===== config.mk =====
export PLATFORM = sky130hd
export DESIGN_NAME = keymgr_sideload_tx
export DESIGN_NICKNAME = d
export VERILOG_FILES = /design/src/rtl/keymgr_pkg.sv /design/src/rtl/keymgr_sideload_tx.sv
export SDC_FILE = /design/constraint.sdc
export NUM_CORES = 2
export LEC_CHECK = 0
export BUFFER_PORTS_ARGS = -buffer_cell sky130_fd_sc_hd__buf_2
export CORE_AREA = 2 2 506 508
export DETAILED_ROUTE_END_ITERATION = 16
export DIE_AREA = 0 0 508 510
export SETUP_SLACK_MARGIN = 0.02
export SLEW_MARGIN = 20
export SYNTH_ARGS = -nofsm -noshare
export SYNTH_HDL_FRONTEND = slang
export SYNTH_SLANG_ARGS = --single-unit

===== constraint.sdc =====
create_clock -name clk_i -period 27.3 [get_ports clk_i]
set_input_delay 5.46 -clock clk_i [delete_from_list [all_inputs] [get_ports clk_i]]
set_output_delay 5.46 -clock clk_i [all_outputs]
set_load 0.02 [all_outputs]

===== src/rtl/keymgr_pkg.sv =====
// Shared keymgr types: sideload key request, sideload transmit FSM states and the
// all-0/all-1 share screen applied by both ends of the sideload interface.
package keymgr_pkg;

    localparam int KeyWidth = 256;

    typedef struct packed {
        logic                valid;
        logic [KeyWidth-1:0] key_share0;
        logic [KeyWidth-1:0] key_share1;
    } hw_key_req_t;

    // Codes are pairwise at least 3 bits apart so a single upset cannot land on another state.
    typedef enum logic [4:0] {
        StIdle  = 5'b01011,
        StValid = 5'b10110,
        StWipe  = 5'b11101
    } sideload_tx_state_e;

    function automatic logic valid_chk(input logic [KeyWidth-1:0] v);
        return (|v) & ~(&v);
    endfunction

endpackage


===== src/rtl/keymgr_sideload_tx.sv =====
// Sideload key transmitter: presents screened key shares to a consumer and wipes them with entropy.
// Optional key lifetime limit enabled by defining KEYMGR_SIDELOAD_TX_LIFETIME_EN.
module keymgr_sideload_tx
    import keymgr_pkg::*;
#(
    parameter int KeyW       = KeyWidth,
    parameter int WipeCycles = 4,
    parameter int Lifetime   = 1024
) (
    input  logic            clk_i,
    input  logic            rst_i,
    input  logic            load_i,
    input  logic [KeyW-1:0] share0_i,
    input  logic [KeyW-1:0] share1_i,
    input  logic            clear_i,
    input  logic [KeyW-1:0] entropy_i,
    output hw_key_req_t     key_o,
    output logic            busy_o,
    output logic            err_o,
    output logic            done_o
);

    localparam int WipeCntW = $clog2(WipeCycles + 1);

    if (KeyW != KeyWidth || WipeCycles < 1 || Lifetime < 1) begin : gen_param_check
        $error("keymgr_sideload_tx: unsupported parameter combination");
    end

    sideload_tx_state_e  state_r, state_d;
    logic [KeyW-1:0]     share0_r, share0_d;
    logic [KeyW-1:0]     share1_r, share1_d;
    logic [WipeCntW-1:0] wipe_cnt_r, wipe_cnt_d;
    logic                valid_r, valid_d;
    logic                busy_r, busy_d;
    logic                err_r, err_d;
    logic                done_r, done_d;
    logic                load_ok;
    logic                expire;

    assign load_ok = valid_chk(share0_i) & valid_chk(share1_i);

`ifdef KEYMGR_SIDELOAD_TX_LIFETIME_EN
    localparam int LifeW = $clog2(Lifetime + 1);

    logic [LifeW-1:0] life_r;
    logic             load_accept;

    assign load_accept = load_i & load_ok & ~clear_i & ~expire &
                         ((state_r == StIdle) | (state_r == StValid));
    assign expire      = (state_r == StValid) && (life_r == LifeW'(Lifetime - 1));

    // Lifetime counter: restarts on every accepted load, saturates at the expiry point
    always_ff @(posedge clk_i or posedge rst_i) begin
        if (rst_i) begin
            life_r <= '0;
        end else if (load_accept) begin
            life_r <= '0;
        end else if ((state_r == StValid) && (life_r != LifeW'(Lifetime - 1))) begin
            life_r <= life_r + LifeW'(1);
        end else begin
            life_r <= life_r;
        end
    end
`else
    assign expire = 1'b0;
`endif

    // Next-state, next-share and next-output logic
    always_comb begin
        state_d    = state_r;
        share0_d   = share0_r;
        share1_d   = share1_r;
        wipe_cnt_d = wipe_cnt_r;
        err_d      = 1'b0;
        done_d     = 1'b0;
        case (state_r)
            StIdle, StValid: begin
                if (clear_i || expire) begin
                    state_d    = StWipe;
                    share0_d   = entropy_i;
                    share1_d   = ~entropy_i;
                    wipe_cnt_d = '0;
                end else if (load_i) begin
                    if (load_ok) begin
                        state_d  = StValid;
                        share0_d = share0_i;
                        share1_d = share1_i;
                    end else begin
                        // A rejected load drops the previous key as well
                        err_d      = 1'b1;
                        state_d    = StWipe;
                        share0_d   = entropy_i;
                        share1_d   = ~entropy_i;
                        wipe_cnt_d = '0;
                    end
                end else begin
                    state_d = state_r;
                end
            end
            StWipe: begin
                share0_d = entropy_i;
                share1_d = ~entropy_i;
                if (wipe_cnt_r == WipeCntW'(WipeCycles - 1)) begin
                    state_d = StIdle;
                    done_d  = 1'b1;
                end else begin
                    wipe_cnt_d = wipe_cnt_r + WipeCntW'(1);
                end
            end
            default: begin
                state_d    = StWipe;
                share0_d   = entropy_i;
                share1_d   = ~entropy_i;
                wipe_cnt_d = '0;
            end
        endcase
        valid_d = (state_d == StValid) & valid_chk(share0_d) & valid_chk(share1_d);
        busy_d  = (state_d == StWipe);
    end

    // State, share and output registers
    always_ff @(posedge clk_i or posedge rst_i) begin
        if (rst_i) begin
            state_r    <= StIdle;
            share0_r   <= '0;
            share1_r   <= '0;
            wipe_cnt_r <= '0;
            valid_r    <= 1'b0;
            busy_r     <= 1'b0;
            err_r      <= 1'b0;
            done_r     <= 1'b0;
        end else begin
            state_r    <= state_d;
            share0_r   <= share0_d;
            share1_r   <= share1_d;
            wipe_cnt_r <= wipe_cnt_d;
            valid_r    <= valid_d;
            busy_r     <= busy_d;
            err_r      <= err_d;
            done_r     <= done_d;
        end
    end

    assign key_o.valid      = valid_r;
    assign key_o.key_share0 = share0_r;
    assign key_o.key_share1 = share1_r;
    assign busy_o           = busy_r;
    assign err_o            = err_r;
    assign done_o           = done_r;

endmodule


# Yosys cells after proc, flatten, opt, wreduce, memory -nomap -nowiden
# Cells that the tools add are included.
# totals
out_inout_bits	516
register_bits	524
in_bits	772
wordCells	64
# classes
addsub	1
bitwise_logic	12
eq_ne	9
muxes	24
reduce_logical	10
# op_table
cell	n
256-bit 2-to-1 mux	8
256-bit AND reduction	4
256-bit OR reduction	4
256-bit NOT	1
5-bit equality test, second input constant	4
5-bit 2-to-1 mux	3
3-bit 2-to-1 mux	4
5-bit case mux with 2 select lines	1
1-bit AND	7
1-bit 2-to-1 mux	6
3-bit != test, second input constant	2
3-bit case mux with 2 select lines	1
5-bit by 4-bit equality test with 1-bit output, second input constant	1
4-bit 2-to-1 mux	1
1-bit NOT	4
3-bit by 1-bit adder with 3-bit output, second input constant	1
3-bit by 2-bit equality test with 1-bit output, second input constant	1
3-bit AND reduction	1
2-bit != test, second input constant	1
2-bit OR reduction	1

# Logic depth before layout (Yosys ltp)
# logic_depth
ltp_word	13
mapped_depth	20
depth_no_buf	15

# Least setup slack after synthesis
# OpenSTA, ideal clock, no wires.
# synth_timing
path_kind	input to register
startpoint	in share0_i[81]
endpoint	reg valid_r
arrival_ns	8.891
required_ns	27.180
cell_stages	14
slack_ns	18.290
setup_time_ns	0.120
cell_sequence	or4_1 > nor4_2 > and3_1 > and2b_1 > buf_6 > nor3_4 > a32oi_1 > nand2_1 > or4_1 > or4_1 > or4_1 > nor4_1 > a211oi_1 > and3_1
# synth_via
elab_chain_len	13
word_cells_on_any_way	28
classes_between	eq/ne: 1; mux: 12; bitwise: 9; reduce/logical: 6
# synth_rtl
item	line	source
start: declaration	keymgr_sideload_tx.sv:13	input logic [KeyW-1:0] share0_i,
256-bit AND reduction	keymgr_pkg.sv:21	return (|v) & ~(&v);
1-bit NOT	keymgr_pkg.sv:21	
1-bit AND *	keymgr_pkg.sv:21	
1-bit AND *	keymgr_sideload_tx.sv:40	assign load_ok = valid_chk(share0_i) & valid_chk(share1_i);
256-bit 2-to-1 mux *	keymgr_sideload_tx.sv:84	if (load_ok) begin
256-bit 2-to-1 mux *	keymgr_sideload_tx.sv:83	end else if (load_i) begin
256-bit 2-to-1 mux *	keymgr_sideload_tx.sv:78	if (clear_i || expire) begin
256-bit 2-to-1 mux *	keymgr_sideload_tx.sv:76	case (state_r)
via share0_d[219]	keymgr_sideload_tx.sv:30	logic [KeyW-1:0] share0_r, share0_d;
256-bit AND reduction	keymgr_pkg.sv:21	
1-bit NOT	keymgr_pkg.sv:21	
1-bit AND *	keymgr_pkg.sv:21	
1-bit AND * (2 in a row)	keymgr_sideload_tx.sv:117	valid_d = (state_d == StValid) & valid_chk(share0_d) & valid_chk(share1_d);
via valid_d	keymgr_sideload_tx.sv:33	logic valid_r, valid_d;
end signal: assignment	keymgr_sideload_tx.sv:137	valid_r <= valid_d;
end: declaration	keymgr_sideload_tx.sv:33	
# Mark *: on every way through the listed nets, which the timed path passes. The rest lies on a longest branch.
# A chain may end at the register's enable or synchronous reset.

# Final worst setup path
# layout_timing
startpoint	in share1_i[64]
endpoint	reg valid_r
# layout_via
word_cells_on_any_way	28
classes_between	eq/ne: 1; mux: 12; bitwise: 9; reduce/logical: 6
# layout_lines
item	line	source
start: declaration	keymgr_sideload_tx.sv:14	input logic [KeyW-1:0] share1_i,
256-bit AND reduction	keymgr_pkg.sv:21	
1-bit NOT	keymgr_pkg.sv:21	
1-bit AND *	keymgr_pkg.sv:21	
1-bit AND *	keymgr_sideload_tx.sv:40	
256-bit 2-to-1 mux *	keymgr_sideload_tx.sv:84	
256-bit 2-to-1 mux *	keymgr_sideload_tx.sv:83	
256-bit 2-to-1 mux *	keymgr_sideload_tx.sv:78	
256-bit 2-to-1 mux *	--	
via share1_d[183]	keymgr_sideload_tx.sv:31	logic [KeyW-1:0] share1_r, share1_d;
256-bit AND reduction	keymgr_pkg.sv:21	
1-bit NOT	keymgr_pkg.sv:21	
1-bit AND *	keymgr_pkg.sv:21	
1-bit AND *	keymgr_sideload_tx.sv:117	
via valid_d	keymgr_sideload_tx.sv:33	
# Marked as above.

==> impl_results.md <==
- Outcome: finished clean
- Htree depth: 3
- DP HPWL: between 300,000 and 400,000 microns
- Core area: roughly 0.25 sq mm
- Via density: 5.301
- IO buf count: approximately 1,300
- Post_cts resized: 0
- DIE AREA: ~0.26 sq mm
- Site Rows: approximately 190
- Die Wd: 508 microns
- Gr ovfl total: 0
- # DRC: 0
- Final setup fails: 0
- Fmax: a little under 0.08 GHz
- Fill count: 28,970
- Synth Warn #: 0
- Top cell family by delay on the critical path: simple AND/OR/NAND/NOR gates
- Total of max-cap violations: 0
- Worst rel slew slack: between 10% and 20%
- DR iter-0 viols: slightly above 7,000
- Hold_ws: between 500 and 600 ps
- Cell Chain, Critical Path: buf_2 -> nor4_2 -> buf_4 -> nand4_1 -> nor4_2 -> nand4_1 -> a21boi_4 -> nand4_4 -> buf_4 -> and3_1 -> nor2_1 -> or4_1 -> nor4_1 -> nand4_1 -> nor4_1 -> nand4_1 -> and3_1
- Boundary Pins: approximately 1,300
- Maximum vdd ir drop: about 45 uV
- Clock slew at reported path FFs: ~70 ps
- CTS max path bufs: 3
- Die Y: 510 microns
- WP data arrival: about 14,000 ps
- Critical path depth: 17
- CP required: ~28,000 ps
- CTS tree: done
- Register area share after synthesis: 45.74%
- CTS root buf: clkbuf_16
- First-pass GRT wire length: around 500,000 microns
- Unrepaired setup endpoints after global routing: no
- Critical Path Start: share1_i[64]
- Share of cells above drive strength 1: between 30% and 40%
- Worst path max stage delay: 910 ps
- Routed WL per cell: 52.93 microns
- R2R cell count: 16
- Final Max Tran Viols: 0
- R2R setup slack: approximately 20,000 ps
- Worst skew pair latency: approximately 730 ps
- Total CTS buffers: between 70 and 80
- Crit path time final: 12,880 ps
- Reg2reg end: valid_r
- CP max FO: 67
- Number of nets in the layout: approximately 5,300
- Final ANT Viol Nets: 0
- Least-Margin Pin Slew: roughly 1200 ps
- Clock sink count: around 520
- Clock skew: between 30 and 40 ps
- Reg2reg start: state_r[3]
- Final hold vios: 0
- Post-route setup TNS: 0 ps
- End point of the critical path: valid_r
- Final worst-path cycle share: between 40% and 50%
- CP bufs+invs: 3
- Area growth, synth to finish: 49.33%
- Number of synthesized flops with an enable pin: 0
- Critical Path Most Common Cell: nand4_1
- Crit. End Element: flip-flop
- GRT Overall Usage: between 30% and 40%
- Slowest cell on the critical path: nor4_1
- Number of global-route vias before repair: slightly below 40,000
- Synth Cell Area: between 0.02 and 0.03 sq mm
- WL final: 426,100 microns
- Detailed Routing Iterations Pass 1: 7
- Hold Path Class: flip-flop to flip-flop
- Worst slack, placed: between 10,000 and 15,000 ps
- Synth Flop Type: dfrtp_1
- Initial antenna violation count: between 300 and 400
- Final Worst Setup Slack: approximately 14,000 ps
- Syn avg cell area: approximately 9 sq um
- Yosys reg bits: about 520
- Hold_buf cts: 0
- Total power: between 2 and 3 mW
- WS Path Type: input pin to flip-flop
- Start point of the worst hold path: wipe_cnt_r[0]
- Cell area power density: a little under 60 mW/mm^2
- Crit path launch type: input pin
- Synth async-reset ratio: 100.0%
- Unique masters post-synth: 66
- Initial Utilization: between 10% and 20%
- Post-Synthesis Cells: 3,207
- Syn Nets: between 3,000 and 4,000
- Vias after detailed routing: 42,680
- Largest net degree at the start of global routing: roughly 120
- Leakage power: between 15 and 20 nW
- Post-CTS Repair Setup Buffers: 0
- Gpl congestion: around 1.1
## routing by layer
metal,vias up,share of wire (%),track usage [%]
met2,4375,41,46.23
met3,1145,14,16.12
met5,-,0.25,0
li1,15700,-,-
met1,21290,38,37.50
met4,168,6.2,15.57
## worst reg2reg max path, delay by kind of cell, from the launching register on
| family | cells | cell delay, ps |
|---|---|---|
| AOI/OAI and AO/OA | 3 | 1010 |
| and+or+nand+nor | 9 | 4120 |
| DFF | 1 | 560 |
| buffers and inverters | 4 | 1710 |
## logic make-up (layout without fill, tap and decap cells)
logic type | count (synthesis) | in the layout | synth area share (%)
simple gates | 1410 | 1410 | 26.84
compound gates | 902 | 902 | 22.26
flops | 524 | 524 | 45.74
buf+inv | 369 | 1703 | 5.075
fa+ha+maj | 2 | 2 | 0.08725
other cells | 0 | 143 | 0
## Yosys cell counts, drive strengths merged (12+ instances only)
library cell,number,area share [%]
a211o,17,0.52
a21oi,194,3.4
a221o,20,0.70
a221oi,26,0.79
a22oi,18,0.47
a2bb2oi,54,1.6
a31oi,12,0.26
a32o,12,0.42
a32oi,55,1.7
and2,18,0.39
and3,46,1.0
buf,95,1.5
clkbuf,143,1.9
dfrtp,521,45
inv,131,1.7
nand2,208,2.7
nand3,110,1.9
nand4,322,7.0
nor2,245,3.2
nor3,40,0.74
nor4,311,6.8
o211ai,26,0.68
o21ai,94,1.6
o221a,47,1.8
o221ai,21,0.64
o22ai,199,4.3
o2bb2ai,15,0.46
o32ai,39,1.2
or3,15,0.33
or4,37,0.97
## sequential cells by signal, summed over array words and instances (netlist names)
signal	flops
valid_r	1
err_o	1
state_r	5
share0_r	256
busy_o	1
done_o	1
wipe_cnt_r	3
share1_r	256
## cell type report
class	count	area, sq um	share of cell area (%)
multi-input combinational	2314	14420	33.68
clock inverter	38	409.1	0.9555
timing repair buffer	1428	7594	17.73
clock buffer	106	2208	5.157
sequential	524	13120	30.63
inverter	131	500.5	1.169
tap	3366	4212	9.835
antenna	143	357.8	0.8357
## metrics by stage
stage | instances | instance area, sq um | utilization (%)
6_report | 8050 | 42820 | 16.89
5_1_grt | 7952 | 42570 | 16.80
4_1_cts | 7907 | 42460 | 16.75
3_5_place_dp | 7763 | 39840 | 15.72
3_3_place_gp | 7754 | 39660 | 15.65
2_1_floorplan | 3207 | 28680 | -
## worst min-delay path by stage
stage	end	slack [ps]	cells past startpoint
CTS	wipe_cnt_r[0]	510	1
floorplan	wipe_cnt_r[1]	450	2
global placement	wipe_cnt_r[1]	480	2
finish	wipe_cnt_r[0]	520	1
global route	wipe_cnt_r[0]	530	1
detailed placement	wipe_cnt_r[1]	500	2
## cell usage in the layout (no fill, tap or decap), drive strengths merged, types with 7 or more instances in the layout
cell type | synthesis | layout
o21ai | 94 | 94
a221oi | 26 | 26
and4 | 8 | 8
nor4 | 311 | 311
or4 | 37 | 37
nand3 | 110 | 110
and3 | 46 | 46
a21oi | 194 | 194
o22ai | 199 | 199
a32o | 12 | 12
a211o | 17 | 17
a211oi | 8 | 8
o32ai | 39 | 39
o2bb2ai | 15 | 15
a2bb2oi | 54 | 54
a22oi | 18 | 18
and2 | 18 | 18
nand2 | 208 | 208
or3 | 15 | 15
diode | 0 | 143
nor4b | 8 | 8
o221a | 47 | 47
inv | 131 | 138
nor3 | 40 | 40
a31oi | 12 | 12
buf | 95 | 1428
clkbuf | 143 | 106
dfrtp | 521 | 521
a221o | 20 | 20
o211ai | 26 | 26
nor2 | 245 | 245
a22o | 10 | 10
o221ai | 21 | 21
o32a | 7 | 7
nand4 | 322 | 322
clkinv | 0 | 23
a32oi | 55 | 55
a21o | 9 | 9
nand4b | 10 | 10
## power by group
| part | internal [mW] | total (mW) | switching (mW) |
|---|---|---|---|
| Combinational | 0.123 | 0.558 | 0.434 |
| Clock | 0.620 | 1.09 | 0.474 |
| Sequential | 0.824 | 0.875 | 0.0511 |
| Total | 1.57 | 2.53 | 0.960 |
(Power assumes the default switching activity.)
